### config.mk
export PLATFORM = sky130hd
export DESIGN_NAME = out_alloc_rr
export DESIGN_NICKNAME = d
export VERILOG_FILES = /design/src/rtl/out_alloc_rr.sv
export SDC_FILE = /design/constraint.sdc
export NUM_CORES = 1
export LEC_CHECK = 0
export CORE_MARGIN = 1
export CORE_UTILIZATION = 25
export DETAILED_ROUTE_END_ITERATION = 12
export GPL_ROUTABILITY_DRIVEN = 0
export GPL_TIMING_DRIVEN = 0
export HOLD_SLACK_MARGIN = 0.06
export PLACE_DENSITY = 0.44
export SYNTH_ARGS = -nofsm -noshare
export SYNTH_HDL_FRONTEND = slang
export SYNTH_SLANG_ARGS = --single-unit
### constraint.sdc
create_clock -name clk_i -period 12.1 [get_ports clk_i]
set_input_delay 1.815 -clock clk_i [delete_from_list [all_inputs] [get_ports clk_i]]
set_output_delay 1.815 -clock clk_i [all_outputs]
set_load 0.01 [all_outputs]
### src/rtl/out_alloc_rr.sv
// out_alloc_rr: wormhole switch allocator for one router output port.
// Round-robin arbitration among head flits destined to PORTID, holds the
// output for the winning packet until its tail, and gates every forwarded
// flit on the downstream credit count.
module out_alloc_rr #(
    parameter int PORTID = 0,
    parameter int PORT_N = 5,
    parameter int PORT_W = 3,
    parameter int BUF_D  = 4,
    parameter int CNT_W  = $clog2(BUF_D + 1)
) (
    input  logic                     clk_i,
    input  logic                     rst_ni,
    input  logic [PORT_N*PORT_W-1:0] port_i,
    input  logic [PORT_N-1:0]        req_i,
    input  logic [PORT_N-1:0]        head_i,
    input  logic [PORT_N-1:0]        tail_i,
    input  logic                     credit_i,
    output logic [PORT_N-1:0]        sel_o,
    output logic [PORT_N-1:0]        grt_o,
    output logic                     vld_o,
    output logic                     busy_o,
    output logic [CNT_W-1:0]         cnt_o,
    output logic                     ovf_o
);

    localparam int IDX_W = (PORT_N > 1) ? $clog2(PORT_N) : 1;

    typedef enum logic {
        ST_IDLE,
        ST_LOCK
    } state_t;

    state_t             r_state;
    logic [IDX_W-1:0]   r_owner;
    logic [IDX_W-1:0]   r_rr_ptr;
    logic [CNT_W-1:0]   r_cnt;
    logic               r_ovf;

    logic [PORT_N-1:0]  w_cand;
    logic               w_found;
    logic [IDX_W-1:0]   w_win;
    logic               w_credit_ok;
    logic [PORT_N-1:0]  w_sel;
    logic [PORT_N-1:0]  w_grt;
    logic               w_vld;

    function automatic logic [IDX_W-1:0] f_next(input logic [IDX_W-1:0] p);
        return (32'(p) == 32'(PORT_N - 1)) ? '0 : p + 1'b1;
    endfunction

    assign w_credit_ok = (r_cnt != '0);

    // Head flits of any input that are routed to this output.
    always_comb begin
        w_cand = '0;
        for (int unsigned i = 0; i < PORT_N; i++) begin
            w_cand[i] = req_i[i] & head_i[i]
                      & (port_i[i*PORT_W +: PORT_W] == PORT_W'(PORTID));
        end
    end

    // Round-robin pick: first candidate at or after r_rr_ptr, wrapping.
    always_comb begin
        int unsigned v_idx;
        w_found = 1'b0;
        w_win   = '0;
        v_idx   = 0;
        for (int unsigned k = 0; k < PORT_N; k++) begin
            v_idx = 32'(r_rr_ptr) + k;
            if (v_idx >= 32'(PORT_N)) begin
                v_idx = v_idx - 32'(PORT_N);
            end
            if (!w_found && w_cand[v_idx]) begin
                w_found = 1'b1;
                w_win   = IDX_W'(v_idx);
            end
        end
    end

    // Crossbar select and pop strobes, zero-latency from inputs and state.
    always_comb begin
        w_sel = '0;
        w_grt = '0;
        if (rst_ni) begin
            if (r_state == ST_IDLE) begin
                if (w_found && w_credit_ok) begin
                    w_sel = PORT_N'(1) << w_win;
                    w_grt = PORT_N'(1) << w_win;
                end
            end else begin
                // Select stays on the owner through bubbles and stalls.
                w_sel = PORT_N'(1) << r_owner;
                if (req_i[r_owner] && w_credit_ok) begin
                    w_grt = PORT_N'(1) << r_owner;
                end
            end
        end
    end

    assign w_vld = |w_grt;

    // Lock/round-robin state and credit accounting.
    always_ff @(posedge clk_i) begin
        if (!rst_ni) begin
            r_state  <= ST_IDLE;
            r_owner  <= '0;
            r_rr_ptr <= '0;
            r_cnt    <= CNT_W'(BUF_D);
            r_ovf    <= 1'b0;
        end else begin
            if (w_vld) begin
                if (r_state == ST_IDLE) begin
                    if (tail_i[w_win]) begin
                        r_rr_ptr <= f_next(w_win);
                    end else begin
                        r_state <= ST_LOCK;
                        r_owner <= w_win;
                    end
                end else if (tail_i[r_owner]) begin
                    r_state  <= ST_IDLE;
                    r_rr_ptr <= f_next(r_owner);
                end
            end

            if (w_vld && !credit_i) begin
                r_cnt <= r_cnt - 1'b1;
            end else if (!w_vld && credit_i) begin
                if (r_cnt == CNT_W'(BUF_D)) begin
                    r_ovf <= 1'b1;
                end else begin
                    r_cnt <= r_cnt + 1'b1;
                end
            end
        end
    end

    assign sel_o  = w_sel;
    assign grt_o  = w_grt;
    assign vld_o  = w_vld;
    assign busy_o = (r_state == ST_LOCK);
    assign cnt_o  = r_cnt;
    assign ovf_o  = r_ovf;

endmodule
==> out/metrics.cfg, run 1 <==
[logic_synthesis]
syn_area_um2 = 2260
yosys.area.top_type = ha_1
syn_nets = 356
seq_area_frac_synth = 0.09745
ys_ff_latch = 11
yosys_warnings = 0
netlist.area_leader.share = 0.1384
netlist_instances = 297
synth_ff_type = dfxtp_1
syn_avg_cell_area_um2 = 7.608
synth.top_cells.by_area = ha_1, dfxtp_1, mux2i_1
synth-edff-count = 0
ys_types = 69
async_flop_share = 0

[global_route]
antenna_found_initial = 0
overflow = 0
grt_pass1_wl_um = 11520
grt_pass1_vias = 2307
grtUsageTotal = 0.1497
grt_max_degree = 12

[clocking]
clock-sinks = 11
path_clk_slew_ns = 0.05
cts_tree = built
clk_latency_ns = 0.24
cts_buffer_depth = 2
cts_resized = 0
cts_hold_buf = 0
cts_root_buf = clkbuf_8
numCtsBuffers = 3
htreeDepth = 1
post-cts-setup-buffer-count = 0

[die]
pin_count = 49
fp.dieH_um = 97.07
die_x_um = 97.07
start_util = 0.2591
core-area_um2 = 8721
die_area_um2 = 9423
rows = 34

[finish]
final_cell_area_um2 = 2920
n_antenna_cell = 0
syn_to_final_growth_pct = 29.24
n_fill_cell = 937
drive_gt1_frac = 0.08596
final_util = 0.3349
final_nets = 409

[drt]
drc = 0
routed.top_layer = met4
wl_met1_um = 3448
dr_wl_met3_um = 234
drt_iter0_drc = 63
wirelength_um = 7196
dr.pass1.iters = 5
met2_length_um = 3428
wl_per_cell_um = 15.75
vias = 2410
ant_nets = 0
vias_per_cell = 5.274

[hold_path]
hold_depth = 2
hold_class = reg2reg

[sta]
fin_crit_sh = 0.7436
slew_headroom = 0.2987
drv_slew = 0
rsz0062_at_grt = no
holdWs_ns = 0.4890
final.min_clock_period_ns = 8.997
setup_viol = 0
skew_ns = 0.0007985
setup_tns_ns = 0
finalHoldViolations = 0
worst_pin_slew_ns = 1.042
clock.fmax_ghz = 0.1111

[power_and_ir_drop]
design_power_total_w = 0.0004916
peakVddDrop_uv = 76.42
leakage_nw = 1.082
pwr_density_cell_nw_per_um2 = 168.4

[run_status]
status = finished clean

[worst_setup_path]
required_ns = 10.28
worstSetupPathType = in2out
cp-end-kind = output pin
path_cells = clkdlybuf4s50_1 -> nor4b_1 -> nand3_1 -> a2111oi_0 -> nor2b_1 -> o21a_1 -> o211ai_1 -> nand2_1 -> a21oi_1 -> inv_1 -> ha_1 -> ha_1 -> o311ai_0 -> a211oi_1 -> a211oi_2 -> inv_2 -> clkdlybuf4s50_1
arrival_ns = 7.18
cpMaxStageDelayCell = a2111oi_0
cp-start-kind = input pin
worst-r2r-cell-count = 28
cp_max_fo = 7
cpPeakStageDelay_ns = 0.80

[placed_design]
dpl_cell_area_um2 = 2875
numPortBuffers = 48
dpl.hpwl_um = 5869

[job]
cap_violations = 0

[where the power goes]
group          internal, W  switching [W]
logic             0.000166       0.000229
registers        0.0000450      0.0000144
clock network    0.0000232      0.0000141
[metal layers]
metal  GRT usage  vias to the layer above
met1      0.2025                     1135
met3     0.01511                        4
met5           0                        -
met4     0.02870                        0
li1            -                     1215
met2      0.2579                       56
[through the flow]
step | setup slack [ns] | cells
2_1_floorplan | 5.221 | 297
3_3_place_gp | 3.155 | 453
3_5_place_dp | 3.153 | 453
4_1_cts | 3.120 | 457
5_1_grt | 2.645 | 457
6_report | 3.103 | 457
[cell families (layout without fill, tap and decap cells)]
group | count (synthesis) | after routing | share of synthesized area
buffers and inverters | 30 | 82 | 0.06035
AOI/OAI and AO/OA | 81 | 81 | 0.2796
DFF | 11 | 11 | 0.09745
xor gates and xnor gates | 5 | 5 | 0.01938
muxes | 22 | 22 | 0.1146
and+or+nand+nor | 122 | 122 | 0.2813
adders and majority gates | 26 | 26 | 0.1473
[layout make-up]
type,count,area [um2],area share
Clock buffer,4,45.04,0.01542
Sequential cell,11,220.2,0.07541
Tap cell,108,135.1,0.04627
Buffer,11,65.06,0.02228
Multi-Input combinational cell,256,1903,0.6517
Inverter,19,71.32,0.02442
Timing Repair Buffer,48,480.5,0.1645
[sequential cells by signal, summed over array words and instances, names as in the netlist]
register and flops:
cnt_o 3, r_owner 3, r_rr_ptr 3, ovf_o 1, busy_o 1
[placed cells by master (no fill, tap or decap), types with 3 or more instances in the layout]
cell	count
a211o_1	3
a211oi_1	8
a21oi_1	13
a22oi_1	8
a31oi_1	4
and2_1	9
buf_2	4
clkbuf_1	5
clkbuf_8	3
clkdlybuf4s50_1	48
dfxtp_1	11
ha_1	25
inv_1	16
mux2_2	3
mux2i_1	14
nand2_1	27
nand2b_1	6
nand3_1	10
nor2_1	28
nor2b_1	8
nor3_1	8
nor3b_1	3
nor4_1	6
o21ai_0	9
o22a_1	4
o311ai_0	3
or4_1	3
xnor2_1	3
[worst max-delay path, delay by kind of cell]
family	cells	cell delay [ns]
fa+ha+maj	2	0.48
buf+inv	4	1.43
simple gates	4	0.85
compound gates	7	2.60
[cell usage after synthesis (all sizes together), types with 2 or more instances]
cell and number:
nand3b 2, or3b 2, nor3b 4, and3 2
xnor2 3, nor4 6, a22oi 8, ha 25
o311ai 3, a31oi 4, nor3 8, a31o 2
inv 18, a21oi 15, a2111oi 2, clkbuf 4
mux2i 15, or4 3, o21bai 2, o21ai 9
nand3 10, and2 9, o32ai 2, dfxtp 11
nand2 27, nand2b 6, nor2 28, o22ai 2
nor4b 2, a211oi 9, o22a 4, mux2 5
nor2b 8, xor2 2, a22o 2, mux4 2
buf 7, o31ai 3, or2 2, or3 2
a211o 3
[path summary, 6_finish.rpt]
path                from  endpoint  slack, ns
min                ovf_o     ovf_o       0.49
max reg2reg  r_rr_ptr[0]  cnt_o[1]       5.21
min reg2reg        ovf_o     ovf_o       0.49
max             req_i[3]     vld_o       3.10
(Power assumes the default switching activity.)
==> run 2: changes to the inputs <==
Settings changed: PLACE_DENSITY 0.44 to 0.46.
Clock period 12.1 ns to 7.6 ns, I/O delays scaled along.
==> run 2 against run 1 <==
Net effect:
- wire length fell by 0.99%
- clock power rose by 62%
- cell count rose by 0.22%
- worst hold slack improved by 0.012 ns
- critical path depth rose by 6
- design area rose by 0.64%
- sequential power rose by 61%
- combinational power rose by 61%
- non-clock buffer count rose by 1
- clock skew rose by 0.0036 ns
- first-iteration DRC count rose by 37%
- via count fell by 0.75%
- largest cell class unchanged
==> out/metrics.cfg, run 2 (same netlist as run 1, synthesis figures left out) <==
[worst_setup_path]
cp-start-kind = flip-flop
arrival_ns = 6.07  ; -1.11 ns
path_cells = clkbuf_4 -> buf_2 -> inv_1 -> ha_1 -> inv_1 -> ha_1 -> clkbuf_1 -> o31a_1 -> o22a_1 -> mux2_1 -> nor3b_1 -> a21oi_1 -> or4_1 -> a31oi_1 -> o22a_2 -> ha_1 -> a22oi_1 -> o22a_1 -> o31ai_1 -> a211oi_2 -> buf_4 -> inv_2 -> clkdlybuf4s50_1
cp_common_cell = ha_1
cpMaxStageDelayCell = clkdlybuf4s50_1
cp_max_fo = 10  ; +3
required_ns = 6.46  ; -3.82 ns
worstSetupPathType = reg2out
cpPeakStageDelay_ns = 0.56  ; -0.24 ns
cp-end-kind = output pin

[sta]
holdWs_ns = 0.5011  ; +0.01218 ns
worst_pin_slew_ns = 1.062  ; +0.02010 ns
setup_tns_ns = 0  ; unchanged
clock.fmax_ghz = 0.1386
skew_ns = 0.004384  ; +0.003585 ns
finalHoldViolations = 0  ; unchanged
slew_headroom = 0.2852  ; -0.01352
fin_ws_ns = 0.3859  ; -2.717 ns
rsz0062_at_grt = no
setup_viol = 0  ; unchanged
fin_crit_sh = 0.9492
drv_slew = 0  ; unchanged
final.min_clock_period_ns = 7.214

[power_and_ir_drop]
leakage_nw = 1.091  ; +0.83%
clkPwrFrac = 0.076  ; about the same
peakVddDrop_uv = 131.9  ; +73%
p_seq_frac = 0.121  ; about the same
pwr_density_cell_nw_per_um2 = 269.2  ; +60%
switching_share = 0.5200  ; -0.004109
power_frac_comb = 0.803  ; about the same
internal_power_w = 0.0003798  ; +62%
p_sw_w = 0.0004114  ; +60%

[clocking]
cts_buffer_depth = 2  ; unchanged
clk_latency_ns = 0.24  ; about the same
numCtsBuffers = 3  ; unchanged
htreeDepth = 1  ; unchanged
clock-sinks = 11  ; unchanged
cts_tree = built
cts_root_buf = clkbuf_8
path_clk_slew_ns = 0.06  ; about the same

[die]
die_x_um = 97.07  ; unchanged
core-area_um2 = 8721  ; unchanged
pin_count = 49  ; unchanged
die_area_um2 = 9423  ; unchanged
rows = 34  ; unchanged
start_util = 0.2591  ; unchanged
fp.dieH_um = 97.07  ; unchanged

[finish]
final_cell_mix = clkdlybuf4s50_1, nor2_1, nand2_1, ha_1, inv_1
syn_to_final_growth_pct = 30.07
ff_latch_area_um2 = 221.5  ; +0.57%
multi_input_area_um2 = 1909  ; +0.33%
n_fill_cell = 889  ; -5.1%
n_antenna_cell = 0  ; unchanged
final_nets = 410  ; +0.24%
final_util = 0.3370  ; +0.002152
final_common_cell = clkdlybuf4s50_1
drive_gt1_frac = 0.1000  ; +0.01404

[global_route]
grt_max_degree = 12  ; unchanged
grtUsageTotal = 0.1488  ; -0.0008237
overflow = 0  ; unchanged
grt_pass1_vias = 2400  ; +4.0%
antenna_found_initial = 0  ; unchanged
grt_pass1_wl_um = 11630  ; +0.95%

[drt]
dr.pass1.iters = 4  ; -1
wirelength_um = 7125  ; -0.99%
ant_nets = 0  ; unchanged
wl_per_cell_um = 15.56  ; -1.2%
drt_iter0_drc = 86  ; +37%
vias_per_cell = 5.223  ; -0.96%
drc = 0  ; unchanged
vias = 2392  ; -0.75%

[placed_design]
numPortBuffers = 48  ; unchanged
dp_worst_setup_slack_ns = 0.1892  ; -2.963 ns
dpl.hpwl_um = 5850  ; -0.33%

[job]
cap_violations = 0  ; unchanged

[run_status]
status = finished clean

[hold_path]
hold_class = reg2reg

==> run 2: layer usage <==
| metal | GRT usage | vias to the layer above | share of wire |
|---|---|---|---|
| li1 | - | 1218 | - |
| met3 | 0.01511 | 4 | 0.036 |
| met4 | 0.02641 | 0 | 0.0014 |
| met2 | 0.2660 | 71 | 0.48 |
| met5 | 0 | - | 0 |
| met1 | 0.1944 | 1099 | 0.48 |
==> run 2: per-stage QoR <==
stage	instances	instance area, um2	power, W
floorplan	297	2260	0.0005420
global placement	453	2875	0.0007221
detailed placement	453	2875	0.0007180
CTS	457	2922	0.0007829
global route	458	2939	0.0008647
finish	458	2939	0.0007912
==> run 2: final timing paths <==
path	start	end	slack, ns	cells after the start
setup / recovery	r_rr_ptr[0]	vld_o	0.39	23
hold / removal	ovf_o	ovf_o	0.50	2
setup reg to reg	r_rr_ptr[0]	cnt_o[2]	1.12	28
hold reg to reg	ovf_o	ovf_o	0.50	2
==> run 2: layout make-up <==
class	count	area share
multi-input cells	256	0.6496
well taps	108	0.04598
clock inverters	1	0.001703
plain buffers	11	0.02299
clock buffers	3	0.01405
inverters	19	0.02427
flip-flops and latches	11	0.07535
repair buffers	49	0.1660
==> run 2: what timing repair did <==
item | 4_1_cts | 5_1_grt
setup endpoints to repair | 0 | 3
gates resized for setup | 0 | 5
hold buffers | 0 | 0
endpoints found under the hold margin | 0 | 0
setup buffers | 0 | 1
==> run 2: power groups by stage <==
stage	combinational (W)	sequential [W]	clock [W]
2_1_floorplan	0.000450	0.0000922	0
3_3_place_gp	0.000625	0.0000969	0
3_5_place_dp	0.000622	0.0000964	0
4_1_cts	0.000626	0.0000956	0.0000613
5_1_grt	0.000700	0.0000991	0.0000656
6_report	0.000635	0.0000959	0.0000601
==> run 2: worst max-delay path, delay by kind of cell, from the launching register on <==
| family | cells | cell delay, ns |
|---|---|---|
| fa+ha+maj | 3 | 0.69 |
| simple gates | 2 | 0.72 |
| buf+inv | 8 | 1.82 |
| flops | 1 | 0.41 |
| compound gates | 9 | 1.84 |
| mux | 1 | 0.35 |
==> run 3: changes to the inputs <==
Settings changed: ABC_CLOCK_PERIOD_IN_PS set to 7600.
==> results of run 3 <==
Same layout as run 2: the final DEF is identical, and so are final timing and power.
